==> config.mk <==
export PLATFORM = sky130hd
export DESIGN_NAME = clk_div_monitor
export DESIGN_NICKNAME = d
export VERILOG_FILES = /design/src/rtl/clk_div_monitor.sv
export SDC_FILE = /design/constraint.sdc
export NUM_CORES = 1
export LEC_CHECK = 0
export ABC_AREA = 0
export CORE_UTILIZATION = 30
export CTS_CLUSTER_SIZE = 16
export DETAILED_ROUTE_END_ITERATION = 6
export PLACE_DENSITY = 0.6
export SLEW_MARGIN = 10
export SYNTH_ARGS = -nofsm -noshare
export SYNTH_HDL_FRONTEND = slang
export SYNTH_SLANG_ARGS = --single-unit
==> constraint.sdc <==
create_clock -name clk -period 3.5 [get_ports clk]
set_input_delay 0.35 -clock clk [delete_from_list [all_inputs] [get_ports clk]]
set_output_delay 0.35 -clock clk [all_outputs]
set_load 0.05 [all_outputs]
==> src/rtl/clk_div_monitor.sv <==
// Receive-side checker for a divided clock: measures period and sampled high
// time in source-clock cycles and flags period, duty and stuck-clock errors.
module clk_div_monitor #(
  parameter int unsigned CNT_W      = 8,
  parameter int unsigned EXP_PERIOD = 5,
  parameter int unsigned HIGH_MIN   = 2,
  parameter int unsigned HIGH_MAX   = 3,
  parameter int unsigned TIMEOUT    = 32
) (
  input  logic             clk,
  input  logic             rst,
  input  logic             en,
  input  logic             sig_in,
  output logic [CNT_W-1:0] period,
  output logic [CNT_W-1:0] high_cnt,
  output logic             meas_valid,
  output logic             period_ok,
  output logic             duty_ok,
  output logic             stuck,
  output logic [7:0]       err_cnt
);

  typedef enum logic {
    IDLE,
    MEAS
  } state_t;

  localparam logic [CNT_W-1:0] LP_ONE  = CNT_W'(1);
  localparam logic [CNT_W-1:0] LP_EXP  = CNT_W'(EXP_PERIOD);
  localparam logic [CNT_W-1:0] LP_HMIN = CNT_W'(HIGH_MIN);
  localparam logic [CNT_W-1:0] LP_HMAX = CNT_W'(HIGH_MAX);
  localparam logic [CNT_W-1:0] LP_TO   = CNT_W'(TIMEOUT);

  state_t           r_state;
  logic             r_s1;
  logic             r_s2;
  logic             r_sd;
  logic [CNT_W-1:0] r_per_cnt;
  logic [CNT_W-1:0] r_hi_cnt;

  logic w_rise;
  logic w_per_good;
  logic w_duty_good;
  logic w_timeout;
  logic w_err_sat;

  assign w_rise      = r_s2 & ~r_sd;
  assign w_per_good  = (r_per_cnt == LP_EXP);
  assign w_duty_good = (r_hi_cnt >= LP_HMIN) && (r_hi_cnt <= LP_HMAX);
  assign w_timeout   = (r_per_cnt == LP_TO);
  assign w_err_sat   = &err_cnt;

  always_ff @(posedge clk or posedge rst) begin
    if (rst) begin
      r_state    <= IDLE;
      r_s1       <= 1'b0;
      r_s2       <= 1'b0;
      r_sd       <= 1'b0;
      r_per_cnt  <= '0;
      r_hi_cnt   <= '0;
      period     <= '0;
      high_cnt   <= '0;
      meas_valid <= 1'b0;
      period_ok  <= 1'b0;
      duty_ok    <= 1'b0;
      stuck      <= 1'b0;
      err_cnt    <= '0;
    end else begin
      // Synchronizer runs regardless of en so a rise can arm as en returns.
      r_s1       <= sig_in;
      r_s2       <= r_s1;
      r_sd       <= r_s2;
      meas_valid <= 1'b0;
      if (!en) begin
        r_state   <= IDLE;
        r_per_cnt <= '0;
        r_hi_cnt  <= '0;
      end else begin
        case (r_state)
          IDLE: begin
            if (w_rise) begin
              r_state   <= MEAS;
              r_per_cnt <= LP_ONE;
              r_hi_cnt  <= LP_ONE;
            end
          end
          MEAS: begin
            // A rise on the timeout cycle still completes the measurement.
            if (w_rise) begin
              period     <= r_per_cnt;
              high_cnt   <= r_hi_cnt;
              meas_valid <= 1'b1;
              period_ok  <= w_per_good;
              duty_ok    <= w_duty_good;
              stuck      <= 1'b0;
              if ((!w_per_good || !w_duty_good) && !w_err_sat) begin
                err_cnt <= err_cnt + 8'd1;
              end
              r_per_cnt <= LP_ONE;
              r_hi_cnt  <= LP_ONE;
            end else if (w_timeout) begin
              stuck     <= 1'b1;
              if (!w_err_sat) begin
                err_cnt <= err_cnt + 8'd1;
              end
              r_state   <= IDLE;
              r_per_cnt <= '0;
              r_hi_cnt  <= '0;
            end else begin
              if (!(&r_per_cnt)) begin
                r_per_cnt <= r_per_cnt + LP_ONE;
              end
              if (r_s2 && !(&r_hi_cnt)) begin
                r_hi_cnt <= r_hi_cnt + LP_ONE;
              end
            end
          end
          default: r_state <= IDLE;
        endcase
      end
    end
  end

endmodule

==> impl_metrics.yaml <==
floorplanning:
  coreArea_um2: 6940
  num_rows: 30
  chipHeight_um: 87.8
  ios: 32
  die_w_um: 87.8
  start_util: 0.318
  die_area_um2: 7710
cts:
  htreeDepth: 2
  clock_sinks: 48
  numCtsBuffers: 5
  clock_path_buffers: 2
  root_buffer: "clkbuf_8"
  clk_pin_slew_ns: 0.09
  clk_latency_ns: 0.29
  post_cts_buffers: 0
  cts_tree: "yes"
  hold_buffers: 0
  cts_resized: 0
setup_path:
  path_cells: "or4_4 -> or3_4 -> o221ai_4 -> mux2_4"
  cp_data_required_time_ns: 3.69
  cp_top_family: "simple AND/OR/NAND/NOR gates"
  slowest_stage: "or4_4"
  crit_fanout: 8
  arrival_ns: 2.36
  worst_setup_path_start_kind: "register"
  path_buf_inv: 0
  worst_setup_path_end_kind: "register"
  r2r_cells: 4
  path_depth: 4
  slowest_delay_ns: 0.59
  criticalPathCategory: "register to register"
timing:
  maxSlewViolCount: 0
  fin_tns_setup_ns: 0
  setup_viol: 0
  fin_skew_ns: 0.00599
  fmax_mhz: 461
  hold_slack_ns: 0.359
  period_needed_ns: 2.17
  tightest_slew_ns: 0.979
  finalWorstSetupSlack_ns: 1.33
  slew_headroom: 0.346
  post-route-period-util: 0.620
  grt_setup_unrepaired: "no"
  hold_violations: 0
grt:
  grtUsageTotal: 0.130
  grt_pass1_vias: 1635
  grt_max_degree: 49
  grt_pass1_wl_mm: 7.78
  antenna_found_initial: 0
  grt_remaining_overflow: 0
synth:
  synth_top_area_cell: "dfrtp_1"
  synthFlopType: "dfrtp_1"
  synth_area_leaders: "dfrtp_1, nand2_1, xor2_1"
  synth-seq-cells: 48
  netlist_top_cells_count: "nand2_1, dfrtp_1, nor2_1"
  synth_fp_nets: 232
  synth.avg_cell_area_um2: 9.95
  syn_inst: 222
  syn_area_um2: 2210
  yosys_warnings: 0
  synth.top_cell.area_share: 0.544
  synth_edf_count: 0
  ys_async_sr_fraction: 1.00
  yosysUniqueCellTypes: 43
  ys_seq_area_frac: 0.544
  yosysMostFrequentCell: "nand2_1"
placement:
  hpwl_mm: 3.03
  io_buffer_count: 31
  pre_cts_ws_ns: 1.17
  gp_congestion: 0.832
  placed_cell_area_um2: 2620
power_and_ir_drop:
  leakagePower_nw: 1.22
  power_density_nw_per_um2: 416
  ir_drop_mv: 0.309
worst_hold_path:
  holdPathStages: 0
  min_path_type: "register to register"
layout:
  stdcell_area_um2: 2710
  drive_gt1_frac: 0.0627
  n_antenna_cell: 0
  fill_cells: 705
  fin_util: 0.391
  fin_nets: 264
  area_growth_pct: 22.8
route:
  vias_per_cell: 4.78
  vias: 1677
  wl_per_cell_um: 12.7
  ant_nets: 0
  drt-total-wl_mm: 4.44
  drc: 0
  drt_iter0_drc: 110
  drt_first_pass_iters: 4
outcome:
  status: "complete, no violations"
flow_run:
  cap_violations: 0
path summary, 6_finish.rpt:
path / end / slack, ns / from
setup / recovery: err_cnt[1]$_DFFE_PP0P_ / 1.33 / r_per_cnt[3]$_DFFE_PP0P_
hold / removal: r_s2$_DFF_PP0_ / 0.36 / r_s1$_DFF_PP0_
setup reg to reg: err_cnt[1]$_DFFE_PP0P_ / 1.33 / r_per_cnt[3]$_DFFE_PP0P_
hold reg to reg: r_s2$_DFF_PP0_ / 0.36 / r_s1$_DFF_PP0_
max in group asynchronous: err_cnt[7]$_DFFE_PP0P_ / 2.29 / rst
min in group asynchronous: high_cnt[4]$_DFFE_PP0P_ / 0.61 / rst
worst register-to-register path: cells and delay by family, from the launching register on:
family,cells,cell delay [ns]
muxes,1,0.33
DFF,1,0.45
AOI/OAI and AO/OA,1,0.28
and+or+nand+nor,2,1.00
routing by layer:
metal | GRT usage | vias to the layer above | routed length [um]
li1 | - | 821 | -
met1 | 0.176 | 819 | 2130
met2 | 0.206 | 33 | 2130
met3 | 0.0339 | 4 | 147
met4 | 0.0328 | 0 | 31
met5 | 0 | - | 0
stage by stage:
step	std cells	power, mW
floorplan	222	0.744
global placement	343	0.805
detailed placement	343	0.806
CTS	351	1.15
global route	351	1.19
finish	351	1.13
placed cells by master, fill, tap and decap left out, types with 2 or more instances in the layout:
master / count
nor3_1: 4
o31ai_1: 2
dfrtp_1: 48
and4_1: 3
xnor2_1: 7
clkdlybuf4s50_1: 31
nor2_1: 15
a2111oi_0: 2
a21oi_1: 4
nand2_1: 56
xor2_1: 10
ha_1: 6
a21o_1: 2
nor4_1: 3
clkinv_2: 2
inv_1: 7
a31oi_1: 3
clkbuf_8: 6
nand3_1: 10
o21ai_0: 8
cell type report:
class | count | area (um2) | share of cell area
sequential | 48 | 1200 | 0.443
multi-input combinational | 159 | 952 | 0.351
inverter | 8 | 30.0 | 0.0111
tap | 96 | 120 | 0.0443
clock buffer | 6 | 82.6 | 0.0304
clock inverter | 2 | 10.0 | 0.00369
timing repair buffer | 32 | 318 | 0.117
cell families (layout without fill, tap and decap cells):
family          count (synthesis)  after routing  share of synthesized area
compound gates                 31             31                      0.102
xor+xnor                       17             17                     0.0674
fa+ha+maj                       6              6                     0.0340
buf+inv                        15             48                     0.0255
flops                          48             48                      0.544
mux                             2              2                     0.0113
simple gates                  103            103                      0.216
sequential cells by signal, summed over array words and instances (netlist names), 8 cells and up:
register / count
err_cnt: 8
r_hi_cnt: 8
period: 8
high_cnt: 8
r_per_cnt: 8
report_power, final:
group          leakage (nW)  switching, mW  internal (mW)
Sequential            0.654         0.0270          0.579
Clock                0.0510          0.180          0.158
Combinational         0.515          0.122         0.0640
Total                  1.22          0.329          0.801
No activity file was read; power rests on OpenSTA's default activity.
